$ cat src/rtl/mmss_counter.sv
`default_nettype none
// ============================================================================
// Module   : mmss_counter
// Brief    : Minutes:seconds BCD counter (00:00..59:59) with built-in
//            prescaler, pause, field-adjust mode and rollover pulse.
//            Optional macro MMSS_SATURATE_EN: run mode stops at 59:59.
// Revision : 1.0  initial release
// ============================================================================
module mmss_counter #(
  parameter int TICK_DIV = 100000000,
  parameter int ADJ_DIV  = 50000000
) (
  input  logic       CLK,
  input  logic       RESET,
  input  logic       PAUSE,
  input  logic       ADJ,
  input  logic       SEL,
  output logic [3:0] SEC_ONES,
  output logic [3:0] SEC_TENS,
  output logic [3:0] MIN_ONES,
  output logic [3:0] MIN_TENS,
  output logic       TICK,
  output logic       WRAP
);

  localparam int MAX_DIV = (TICK_DIV > ADJ_DIV) ? TICK_DIV : ADJ_DIV;
  localparam int PW      = (MAX_DIV > 2) ? $clog2(MAX_DIV) : 1;
  localparam logic [PW-1:0] TICK_TERM = PW'(TICK_DIV - 1);
  localparam logic [PW-1:0] ADJ_TERM  = PW'(ADJ_DIV - 1);

  logic [PW-1:0] presc_q, presc_d;
  logic          adj_q, adj_d;
  logic [7:0]    sec_q, sec_d;   // {tens, ones}
  logic [7:0]    min_q, min_d;
  logic          tick_q, tick_d;
  logic          wrap_q, wrap_d;
  logic [PW-1:0] term;
  logic          inc;
  logic          at_max;

  // One step of a 00..59 BCD field; >= comparisons pull any stray digit back in range.
  function automatic logic [7:0] bcd60_inc(input logic [7:0] v);
    logic [3:0] ones;
    logic [3:0] tens;
    ones = v[3:0];
    tens = v[7:4];
    if (ones >= 4'd9) begin
      ones = 4'd0;
      tens = (tens >= 4'd5) ? 4'd0 : tens + 4'd1;
    end else begin
      ones = ones + 4'd1;
    end
    return {tens, ones};
  endfunction

  always_comb begin
    presc_d = presc_q;
    adj_d   = ADJ;
    sec_d   = sec_q;
    min_d   = min_q;
    tick_d  = 1'b0;
    wrap_d  = 1'b0;
    inc     = 1'b0;
    term    = ADJ ? ADJ_TERM : TICK_TERM;
    at_max  = (sec_q == 8'h59) && (min_q == 8'h59);

    if (ADJ != adj_q) begin
      presc_d = '0;
    end else if (!ADJ && PAUSE) begin
      presc_d = presc_q;
    end else if (presc_q >= term) begin
      presc_d = '0;
      inc     = 1'b1;
    end else begin
      presc_d = presc_q + 1'b1;
    end

    if (inc) begin
      if (ADJ) begin
        tick_d = 1'b1;
        if (SEL) begin
          min_d = bcd60_inc(min_q);
        end else begin
          sec_d = bcd60_inc(sec_q);
        end
      end else begin
`ifdef MMSS_SATURATE_EN
        if (!at_max) begin
          tick_d = 1'b1;
          sec_d  = bcd60_inc(sec_q);
          if (sec_q == 8'h59) begin
            min_d = bcd60_inc(min_q);
          end
        end
`else
        tick_d = 1'b1;
        wrap_d = at_max;
        sec_d  = bcd60_inc(sec_q);
        if (sec_q == 8'h59) begin
          min_d = bcd60_inc(min_q);
        end
`endif
      end
    end
  end

  always_ff @(posedge CLK) begin
    if (RESET) begin
      presc_q <= '0;
      adj_q   <= 1'b0;
      sec_q   <= 8'h00;
      min_q   <= 8'h00;
      tick_q  <= 1'b0;
      wrap_q  <= 1'b0;
    end else begin
      presc_q <= presc_d;
      adj_q   <= adj_d;
      sec_q   <= sec_d;
      min_q   <= min_d;
      tick_q  <= tick_d;
      wrap_q  <= wrap_d;
    end
  end

  assign SEC_ONES = sec_q[3:0];
  assign SEC_TENS = sec_q[7:4];
  assign MIN_ONES = min_q[3:0];
  assign MIN_TENS = min_q[7:4];
  assign TICK     = tick_q;
  assign WRAP     = wrap_q;

endmodule
`default_nettype wire

$ cat config.mk
export PLATFORM = sky130hd
export DESIGN_NAME = mmss_counter
export DESIGN_NICKNAME = d
export VERILOG_FILES = /design/src/rtl/mmss_counter.sv
export SDC_FILE = /design/constraint.sdc
export NUM_CORES = 1
export LEC_CHECK = 0
export ABC_AREA = 0
export CORE_UTILIZATION = 52
export CTS_CLUSTER_DIAMETER = 150
export DETAILED_ROUTE_END_ITERATION = 12
export PLACE_DENSITY = 0.76
export SLEW_MARGIN = 20
export SYNTH_ARGS = -nofsm -noshare
export SYNTH_HDL_FRONTEND = slang
export SYNTH_SLANG_ARGS = --single-unit
$ cat constraint.sdc
create_clock -name CLK -period 2.7 [get_ports CLK]
set_clock_uncertainty 0.2 [all_clocks]
set_input_delay 0.54 -clock CLK [delete_from_list [all_inputs] [get_ports CLK]]
set_output_delay 0.54 -clock CLK [all_outputs]
set_load 0.05 [all_outputs]
==> results.md, run 1 <==
Logic synthesis:
- The mean instance size in the synthesized netlist is 8.72 sq um.
- The number of warnings printed during yosys synthesis is 0.
- By area the synthesized netlist is led by dfxtp_1 36%, ha_1 11%, nor2_1 6.1%.
- Counting flops and latches in the post-synthesis netlist gives 46.
- The synthesized instance count is 291.
- The cell taking the most area after synthesis is dfxtp_1.
- In this run the biggest area consumer among cell types represents 36.3% of the synthesized area.
- After synthesis the cells add up to 2540 sq um.
- In this run, synthesis inferred 0 flip-flops with an integrated enable.
- The number of distinct library cells after synthesis is 43.
- The dominant synthesized flop cell is dfxtp_1.
- Counting every net in the synthesized netlist gives 318.
- The share of flip-flops with an asynchronous set or reset is 0%.
- Of the synthesized area, sequential elements account for 36.3%.

Timing:
- Final hold analysis gives a worst-case slack of 0.321 ns.
- Setup repair after global routing left no endpoint under its margin.
- The transition time of the tightest slew-check pin is 0.512 ns.
- The final hold violation count came to 0.
- The number of setup violations in the final report is 0.
- The max-slew violation total from the final report came to 0.
- The worst path uses 91.7% of the clock period.
- The maximum frequency from static timing analysis is 404 MHz.
- Subtracting the final worst setup slack from the clock period gives 2.48 ns.
- The worst pin sits at a relative slew slack of 65.8%.

Outcome:
- The flow ran to the end, and the final reports show no timing, DRC or antenna violations.

Drt:
- The final routed wire length divided by cell count is 12.7 um.
- The number of design rule violations left after detail routing is 0.
- Once detail routing completed, the nets flagged for antenna violations numbered 0.
- The post-detailed-route via-to-cell ratio is 5.32.
- The total routed wirelength is 5170 um.
- The number of detailed-route iterations in the first pass is 4.
- The first routing iteration left 106 violations.
- The detailed-route via count is 2164.

Critical path:
- STA classifies the critical path endpoint as a register.
- STA classifies the critical path startpoint as an input pin.
- The cell type of the slowest stage on the worst timing path is ha_1.
- The cell that appears most often on the critical path is buf_6.
- In this design, the stage delay of the slowest critical-path cell is 0.28 ns.
- The critical path data arrival time is 2.47 ns.
- The signal on the critical path passes through clkbuf_2 > buf_6 > ha_1 > nand4_1 > nor4_4 > a2111oi_4 > buf_6 > a211oi_2 > buf_4 > mux2i_1 > a21oi_1.
- The buffer and inverter count on the worst path is 4.
- The setup path with the least slack is of type in2reg.
- In this run the worst path has a maximum fanout of 10.
- Data on the critical path is required at its endpoint by 2.70 ns.
- The kind of cell with the highest combined delay along the critical path is buffers and inverters.

Clocking:
- The root buffer cell chosen for the clock tree is clkbuf_8.
- The total number of H-tree levels is 2.
- The number of clock buffers inserted by TritonCTS is 5.
- The quantity of hold-fixing buffers added after cts is 0.
- The worst-case clock buffer depth is 2.
- Clock latency on the worst-skew pair, taken at its later pin, is 0.30 ns.
- After clock tree synthesis, the clock-pin slew on the worst setup and hold paths is 0.09 ns.
- The clock net in this run drives a total of 46 sinks.
- The clock tree from TritonCTS is built.

Floorplanning:
- The initial utilization of the core area, before any placement, comes to 53.7%.
- The floorplan step set the die height to 71.9 um.
- The floorplan step defined a die boundary enclosing 5170 sq um.
- The core area is 4720 sq um.
- 23 I/O pins were placed.
- The x dimension of the die is 71.9 um.
- The site row count is 25.

Worst hold path:
- The class of the tightest hold or removal check is reg2reg.

Finish:
- The final instance area is 3160 sq um.
- The growth of design area from synthesis to finish is 24.5%.
- The number of antenna cells inserted is 0.
- The total number of nets in the final design is 366.
- The fill cell instance count of the final layout is 388.
- The ratio of cells with drive above 1 in the final layout is 15.0%.

Global routing:
- The number of antenna violations at the first check in global routing is 0.
- The via count of the first global-routing pass is 2008.
- Entering global routing, the biggest net connects 27 pins.
- The overall overflow remaining after global route is 0.
- The first global-routing pass estimated 8780 um of wire.
- The global routing usage summed across all routing layers is 21.3%.

Pwr:
- Dividing total power by cell area gives a power density of 381 nW/um^2.
- Across the VDD grid, the largest voltage drop is 0.307 mV.
- The static power due to leakage is 1.10 nW.

Placement:
- The placed wire-length estimate after detailed placement is 3680 um.
- The final RePlAce weighted congestion is 0.878.
- The placed instances occupy a cell area of 2970 sq um.
- The count of buffers added on input and output ports is 22.

Job:
- The reported max-cap violation count is 0.
==> logic make-up after synthesis <==
kind of cell / count (synthesis) / share of synthesized area, %
simple gates: 126 / 25.5
flops: 46 / 36.3
compound gates: 44 / 13.0
xor+xnor: 25 / 8.62
buf+inv: 24 / 4.19
fa+ha+maj: 22 / 10.8
mux: 4 / 1.58
==> layout make-up <==
type / count / area (sq um) / share of cell area [%]
tap: 67 / 83.8 / 2.65
sequential: 46 / 921 / 29.1
clock inverter: 1 / 5.00 / 0.158
multi-input combinational: 221 / 1570 / 49.6
timing repair buffer: 48 / 434 / 13.7
clock buffer: 7 / 86.3 / 2.73
inverter: 17 / 63.8 / 2.02
==> sequential cells by signal, summed over array words and instances, names as in the netlist <==
name / flops
adj_q: 1
min_q: 8
presc_q: 27
sec_q: 8
TICK: 1
WRAP: 1
==> what timing repair did <==
item	CTS	global route
pin swaps	4	1
setup endpoints to repair	43	38
hold endpoints to repair	0	0
resized for setup	4	14
setup buffers	0	5
==> worst register-to-register path, delay by kind of cell, from the launching register on <==
family	cells	cell delay, ns
buffers and inverters	2	0.33
AOI/OAI and AO/OA	3	0.43
DFF	1	0.36
muxes	1	0.19
and+or+nand+nor	2	0.45
adders and majority gates	1	0.32
==> synth_stat cells (2+ instances only) <==
cell type / instances
xnor2_1: 13
nand2b_1: 8
dfxtp_1: 46
and4_1: 3
mux2i_1: 4
nand4b_1: 2
clkbuf_1: 4
o31ai_1: 4
nand4_1: 7
a41oi_1: 2
nand2_1: 18
o21ai_0: 7
a32o_1: 2
nor4b_1: 3
a21oi_1: 11
or2_2: 2
a21boi_0: 3
inv_1: 17
o211ai_1: 2
a31o_2: 2
nand3b_1: 2
nor3_1: 15
nor4_1: 4
a21o_1: 2
buf_6: 2
nor2_1: 41
a211oi_1: 2
nand3_1: 11
ha_1: 22
and3_1: 3
xor2_1: 12
nor3b_1: 2
a211oi_2: 3
==> path summary, 6_finish.rpt <==
check                           depth (start not counted)                     start  slack (ns)                 endpoint
worst max-delay path                                   11                       ADJ        0.22    min_q[6]$_SDFFE_PP0P_
worst min-delay path                                    2   presc_q[1]$_SDFFE_PP0N_        0.32  presc_q[1]$_SDFFE_PP0N_
worst max register to register                          9  presc_q[17]$_SDFFE_PP0N_        0.32    min_q[6]$_SDFFE_PP0P_
worst min register to register                          2   presc_q[1]$_SDFFE_PP0N_        0.32  presc_q[1]$_SDFFE_PP0N_
==> stage by stage <==
| stage | TNS [ns] | setup slack (ns) | total power [mW] | instances | util [%] |
|---|---|---|---|---|---|
| after detailed placement | -21.64 | -0.535 | 0.784 | 394 | 62.9 |
| after floorplan | 0 | 0.0802 | 0.752 | 291 | - |
| after global routing | 0 | 0.120 | 1.26 | 407 | 66.9 |
| final | 0 | 0.224 | 1.20 | 407 | 66.9 |
| after CTS | 0 | 0.0300 | 1.22 | 402 | 65.0 |
| after global placement | -17.46 | -0.453 | 0.782 | 394 | 62.9 |
==> layout by cell type (no fill, tap or decap), drive strengths merged, types with 4 or more instances in the layout <==
cell	netlist	final
nand2	18	18
nor3	15	15
ha	22	22
mux2i	4	4
nor4	4	4
a211oi	5	5
a21oi	11	11
xor2	12	12
nand4	8	8
xnor2	13	13
nand3	11	11
clkdlybuf4s50	0	21
nor2	41	41
inv	17	17
o21ai	8	8
nand2b	8	8
o31ai	4	4
dfxtp	46	46
clkbuf	4	8
buf	3	26
==> routing by layer <==
| layer | part of all wire [%] | track usage (%) | vias to the layer above |
|---|---|---|---|
| li1 | - | - | 1119 |
| met1 | 50 | 27.8 | 1019 |
| met2 | 46 | 35.0 | 21 |
| met3 | 2.7 | 4.50 | 5 |
| met4 | 1.1 | 7.41 | 0 |
| met5 | 0 | 0 | - |
==> where the power goes <==
part	internal, mW	total (mW)	switching (mW)
logic	0.0329	0.0803	0.0474
clock network	0.207	0.434	0.227
registers	0.683	0.690	0.00717
total	0.922	1.20	0.282
No activity file was read; power rests on OpenSTA's default activity.
==> inputs of run 2 (changes only) <==
CORE_ASPECT_RATIO = 1.25   (was default)
==> results.md, run 2 (same netlist as run 1, synthesis figures left out) <==
Outcome:
- The run finished with clean final reports.

Timing:
- The transition time of the tightest slew-check pin is 0.556 ns (+0.0446 ns).
- The max-slew violation total from the final report is 0 (unchanged).
- The number of setup violations in the final report came to 0 (unchanged).
- The worst max-slew margin expressed relative to the limit came to 62.6% (-3.2 points).
- The period utilization is 99.7% (+8.0 points).
- The clock period minus final worst setup slack is 2.69 ns (+0.216 ns).
- The maximum frequency from static timing analysis is 371 MHz (-8.0%).
- The final hold violation count is 0 (unchanged).

Critical path:
- The critical path data arrival time came to 2.69 ns (+0.22 ns).
- The kind of cell adding the most delay to the critical path is simple AND/OR/NAND/NOR gates.
- The buffer and inverter count on the worst path is 4 (unchanged).
- The critical path class is in2reg.
- The kind of end point of the critical path is a register.
- The most common cell type on the critical path is buf_4.
- Traced cell by cell, the critical path runs through clkbuf_4 > buf_6 > ha_4 > nand4_1 > nor4_4 > a2111oi_4 > buf_4 > o21ai_1 > buf_4 > nand2_1 > nor4bb_2.
- The maximum net fanout on the critical path is 6 (-4).
- The data required time at the worst endpoint is 2.69 ns (about the same).
- The stage delay of the slowest cell on the critical path is 0.37 ns (+0.09 ns).
- STA classifies the critical path startpoint as an input pin.
- The cell type of the slowest stage on the worst timing path is nor4_4.

Finish:
- The register cell area after layout is 921 sq um (unchanged).
- The top cell types in the final layout, fill and taps aside, are 46 x dfxtp_1, 41 x nor2_1, 23 x buf_4.
- The fill cell instance count of the final layout was 398 (+2.6%).
- The number of antenna cells inserted is 0 (unchanged).
- Compared with the post-synthesis result, the final layout area differs by 26.2%.
- The total number of nets in the final design was 366 (unchanged).
- The area occupied by multi-input gates is 1570 sq um (+0.16%).
- The largest registers in the layout are presc_q: 27 flops, min_q: 8 flops, sec_q: 8 flops.
- The final instance area is 3200 sq um (+1.4%).
- The most frequent standard cell in the layout excluding fill and tap cells is dfxtp_1.
- The largest register by flop count is presc_q.
- The flip-flop count of the largest register, all copies and words added came to 27 (unchanged).
- The ratio of cells with drive above 1 in the final layout came to 15.0% (unchanged).

Clocking:
- TritonCTS built the clock tree.
- The clock-pin slew on the worst setup and hold paths is 0.09 ns (about the same).
- The number of clock buffers inserted by TritonCTS is 5 (unchanged).
- The master cell of the clock root buffer is clkbuf_8.
- The clock net sink count is 46 (unchanged).
- The worst-case clock buffer depth is 2 (unchanged).
- The clock latency on the worst-skew pair is 0.29 ns (about the same).
- The quantity of hold-fixing buffers added after cts is 0 (unchanged).
- The total number of H-tree levels is 2 (unchanged).

Drt:
- The detailed router's first-iteration violation count is 99 (-6.6%).
- The number of design rule violations left after detail routing is 0 (unchanged).
- The post-detailed-route via-to-cell ratio was 5.50 (+3.3%).
- The final routed wire length divided by cell count is 13.7 um (+7.6%).
- The count of antenna-violating nets left after detailed routing is 0 (unchanged).
- The total routed wirelength is 5470 um (+5.7%).
- The number of detailed-route iterations in the first pass came to 4 (unchanged).
- The detailed-route via count came to 2198 (+1.6%).

Job:
- The reported max-cap violation count is 0 (unchanged).

Pwr:
- The worst voltage drop across the vdd grid is 0.326 mV (+5.9%).
- The total power divided by cell area is 435 nW/um^2 (+14%).
- The static power due to leakage is 1.12 nW (+1.5%).
- The overall power consumption came to 1.39 mW (+16%).

Placement:
- The placed cell area is 2980 sq um (+0.21%).
- The port buffer count is 22 (unchanged).
- The placed wire-length estimate after detailed placement was 3830 um (+4.1%).
- The final RePlAce weighted congestion was 0.837 (-4.7%).

Floorplanning:
- The core area is 4730 sq um (+0.13%).
- The vertical die dimension is 80.1 um (+11%).
- The starting density of the core is 53.7% (-0.071 points).
- The x dimension of the die is 64.5 um (-10%).
- The site row count is 28 (+12%).
- The die outline area is 5170 sq um (about the same).
- The total I/O pin count is 23 (unchanged).

Global routing:
- The overall overflow remaining after global route was 0 (unchanged).
- The via count of the first global-routing pass is 2086 (+3.9%).
- The first-pass GRT wire length came to 8890 um (+1.2%).
- The largest net degree at the start of global routing is 27 (unchanged).
- The global routing usage summed across all routing layers came to 21.6% (+0.25 points).
- The number of antenna violations at the first check in global routing came to 0 (unchanged).

Worst hold path:
- The class of the tightest hold or removal check is reg2reg.
-- run 2: changes by cell type in the layout (fill, tap and decap cells not counted), sizes merged --
cell,change
bufinv,+2
clkbuf,-1
clkinv,-1
-- run 2: what timing repair did --
item / CTS / global route
setup buffers: 0 / 3
endpoints found under the setup margin: 44 / 39
pin swaps: 1 / 8
gates resized for setup: 3 / 14
-- run 2: tightest hold or removal path, cell delays in order, from the launching register on --
cell     delay [ns]
dfxtp_1        0.34
nand2_1        0.06
a21oi_1        0.05
-- run 2: where the power goes --
group	internal (mW)	leakage, nW	switching, mW
Sequential	0.683	0.371	0.00703
Combinational	0.0344	0.678	0.0476
Clock	0.395	0.0714	0.227
-- run 2: worst paths after layout --
path	start	end	slack, ns	cells past startpoint
max	ADJ	WRAP$_SDFF_PP0_	0.008	11
min	presc_q[1]$_SDFFE_PP0N_	presc_q[1]$_SDFFE_PP0N_	0.30	2
max reg2reg	presc_q[17]$_SDFFE_PP0N_	WRAP$_SDFF_PP0_	0.10	9
min reg2reg	presc_q[1]$_SDFFE_PP0N_	presc_q[1]$_SDFFE_PP0N_	0.30	2
-- run 2: layout make-up --
class	instances	area share [%]
clock buffers	6	2.58
repair buffers	48	13.5
flip-flops and latches	46	28.7
inverters	17	1.99
clock inverters	2	1.87
multi-input cells	221	49.0
well taps	60	2.34
-- run 2: through the flow --
stage,setup WS [ns],instances,TNS (ns),util [%],hold WS [ns]
3_3_place_gp,-0.549,389,-21.55,62.9,0.275
5_1_grt,-0.0719,400,-0.273,67.8,0.326
2_1_floorplan,0.0802,291,0,-,0.262
3_5_place_dp,-0.591,389,-23.66,62.9,0.295
4_1_cts,0.0461,397,0,66.0,0.308
6_report,0.00800,400,0,67.8,0.304
-- run 2: routing by layer --
metal	track usage, %	wire length (um)	vias to the layer above
met4	6.44	70	0
met5	0	0	-
met3	3.41	159	6
met2	40.2	2740	39
met1	24.9	2500	1035
li1	-	-	1118
==> inputs of run 3 (changes only) <==
CELL_PAD_IN_SITES_DETAIL_PLACEMENT = 0   (was default)
CELL_PAD_IN_SITES_GLOBAL_PLACEMENT = 2   (was default)
CORE_UTILIZATION = 32   (was 52)
==> results.md, run 3 (same netlist as run 1, synthesis figures left out) <==
Timing:
- The final hold violation count is 0 (unchanged).
- The number of setup violations in the final report is 0 (unchanged).
- The maximum frequency from static timing analysis came to 408 MHz (+9.9%).
- The transition time of the tightest slew-check pin is 0.498 ns (-0.0583 ns).
- The max-slew violation total from the final report is 0 (unchanged).
- Setup repair after global routing left no endpoint under its margin.
- The period utilization is 90.7% (-9.0 points).
- The worst max-slew margin expressed relative to the limit came to 66.7% (+4.1 points).
- The clock period minus final worst setup slack is 2.45 ns (-0.243 ns).

Finish:
- The register cell area after layout came to 921 sq um (unchanged).
- The total number of nets in the final design is 368 (+0.55%).
- In the layout the commonest cells are 46 x dfxtp_1, 41 x nor2_1, 25 x buf_4.
- The number of cells in the finished layout apart from fillers is 434 (+8.5%).
- The number of antenna cells inserted is 0 (unchanged).
- The growth of design area from synthesis to finish is 26.7%.
- The area occupied by multi-input gates is 1560 sq um (-0.32%).
- The largest registers in the layout are presc_q: 27 flops, min_q: 8 flops, sec_q: 8 flops.
- The most frequent standard cell in the layout excluding fill and tap cells is dfxtp_1.
- presc_q holds more flip-flops than any other register.
- The ratio of cells with drive above 1 in the final layout came to 15.2% (+0.20 points).
- The flip-flop count of the largest register, all copies and words added is 27 (unchanged).
- The fill cell instance count of the final layout came to 788 (+98%).

Drt:
- The detailed router's first-iteration violation count is 66 (-33%).
- The total routed wirelength is 5790 um (+5.9%).
- The detailed-route via count is 2147 (-2.3%).
- The post-detailed-route via-to-cell ratio is 4.95 (-10%).
- The number of detailed-route iterations in the first pass came to 4 (unchanged).
- The number of design rule violations left after detail routing is 0 (unchanged).
- The final routed wire length divided by cell count is 13.3 um (-2.4%).
- The count of antenna-violating nets left after detailed routing was 0 (unchanged).

Clocking:
- The clock latency on the worst-skew pair was 0.30 ns (about the same).
- The master cell of the clock root buffer is clkbuf_8.
- The number of clock buffers inserted by TritonCTS is 5 (unchanged).
- The clock net sink count came to 46 (unchanged).
- The quantity of hold-fixing buffers added after cts is 0 (unchanged).
- The clock-pin slew on the worst setup and hold paths is 0.09 ns (about the same).
- The total number of H-tree levels is 2 (unchanged).
- The clock tree from TritonCTS is built.
- The worst-case clock buffer depth is 2 (unchanged).

Pwr:
- The total power divided by cell area is 400 nW/um^2 (-8.1%).
- The overall power consumption is 1.29 mW (-7.8%).
- The static power due to leakage came to 1.12 nW (-0.33%).
- The worst voltage drop across the vdd grid is 0.258 mV (-21%).

Critical path:
- The kind of end point of the critical path is a register.
- The cell type of the slowest stage on the worst timing path is dfxtp_1.
- The data required time at the worst endpoint is 2.70 ns (about the same).
- STA classifies the critical path startpoint as a register.
- Traced cell by cell, the critical path runs through ha_1 > a21oi_1 > a21boi_0 > a2111oi_4 > buf_6 > a211oi_2 > buf_4 > buf_4 > a31o_2.
- The stage delay of the slowest cell on the critical path is 0.42 ns (+0.05 ns).
- The critical path data arrival time is 2.45 ns (-0.24 ns).
- The maximum net fanout on the critical path is 7 (+1).
- The worst setup path is of the reg2reg kind.
- The most common cell type on the critical path is buf_4.

Placement:
- The final RePlAce weighted congestion came to 0.740 (-12%).
- The placed wire-length estimate after detailed placement came to 4190 um (+9.3%).
- The port buffer count came to 22 (unchanged).
- The placed instance count was 422 (+8.5%).

Global routing:
- The overall overflow remaining after global route was 0 (unchanged).
- The first-pass GRT wire length was 9870 um (+11%).
- The global-route met3 utilization is 2.88% (-0.53 points).
- The via count of the first global-routing pass is 2064 (-1.1%).
- The number of antenna violations at the first check in global routing is 0 (unchanged).
- The largest net degree at the start of global routing is 27 (unchanged).
- The global routing usage summed across all routing layers is 15.3% (-6.2 points).
- The global routing usage on met2 is 26.0% (-14 points).
- The layer with the highest usage is met2.
- The global-route track usage on met1 is 19.5% (-5.4 points).

Floorplanning:
- The core area is 7530 sq um (+59%).
- The site row count is 35 (+25%).
- The x dimension of the die is 81.7 um (+27%).
- The die outline area is 8300 sq um (+61%).
- The vertical die dimension is 102 um (+27%).
- The starting density of the core is 33.7% (-20 points).
- The total I/O pin count is 23 (unchanged).

Worst hold path:
- The min-delay analysis places its worst path in the category reg2reg.

Job:
- The reported max-cap violation count is 0 (unchanged).

Outcome:
- The run finished with clean final reports.
-- run 3: worst paths after layout --
| kind | slack (ns) | to | cells after the start | from |
|---|---|---|---|---|
| max | 0.25 | sec_q[4]$_SDFFE_PP0P_ | 9 | presc_q[18]$_SDFFE_PP0N_ |
| min | 0.31 | presc_q[1]$_SDFFE_PP0N_ | 2 | presc_q[1]$_SDFFE_PP0N_ |
| max reg2reg | 0.25 | sec_q[4]$_SDFFE_PP0P_ | 9 | presc_q[18]$_SDFFE_PP0N_ |
| min reg2reg | 0.31 | presc_q[1]$_SDFFE_PP0N_ | 2 | presc_q[1]$_SDFFE_PP0N_ |
-- run 3: final cells by class --
class,instances,share of cell area (%)
Clock buffer,7,2.37
Clock inverter,1,0.934
Inverter,17,1.98
Multi-Input combinational cell,221,48.6
Sequential cell,46,28.6
Tap cell,92,3.58
Timing Repair Buffer,50,13.9
-- run 3: what timing repair did --
| action | CTS | global route |
|---|---|---|
| pin swaps | 7 | 3 |
| endpoints found under the hold margin | 0 | 0 |
| gates resized for setup | 10 | 6 |
| cloned | 0 | 0 |
| setup endpoints to repair | 44 | 41 |
| buffers inserted | 4 | 0 |
-- run 3: where the power goes --
part / total [mW] / internal, mW / switching (mW) / leakage [nW]
logic: 0.0813 / 0.0334 / 0.0478 / 0.693
registers: 0.690 / 0.683 / 0.00722 / 0.371
clock network: 0.514 / 0.277 / 0.236 / 0.0524
total: 1.29 / 0.994 / 0.292 / 1.12
-- run 3: critical path, delay by kind of cell, from the launching register on --
family / cells / cell delay (ns)
DFF: 1 / 0.42
adders and majority gates: 1 / 0.30
AOI/OAI and AO/OA: 5 / 0.95
buffers and inverters: 3 / 0.48
-- run 3: through the flow --
| step | util (%) | hold WS, ns | instance area, sq um | setup TNS, ns | setup slack (ns) |
|---|---|---|---|---|---|
| final | 42.7 | 0.310 | 3220 | 0 | 0.251 |
| after detailed placement | 40.1 | 0.292 | 3020 | -22.93 | -0.602 |
| after CTS | 42.5 | 0.306 | 3200 | 0 | 0.00804 |
| after global routing | 42.7 | 0.335 | 3220 | 0 | 0.115 |
| after global placement | 40.1 | 0.280 | 3020 | -19.25 | -0.487 |
| after floorplan | - | 0.262 | 2540 | 0 | 0.0802 |
-- run 3: metal layers --
layer / vias to the layer above / routed length, um
li1: 1118 / -
met1: 997 / 2770
met2: 28 / 2790
met3: 4 / 171
met4: 0 / 57
met5: - / 0
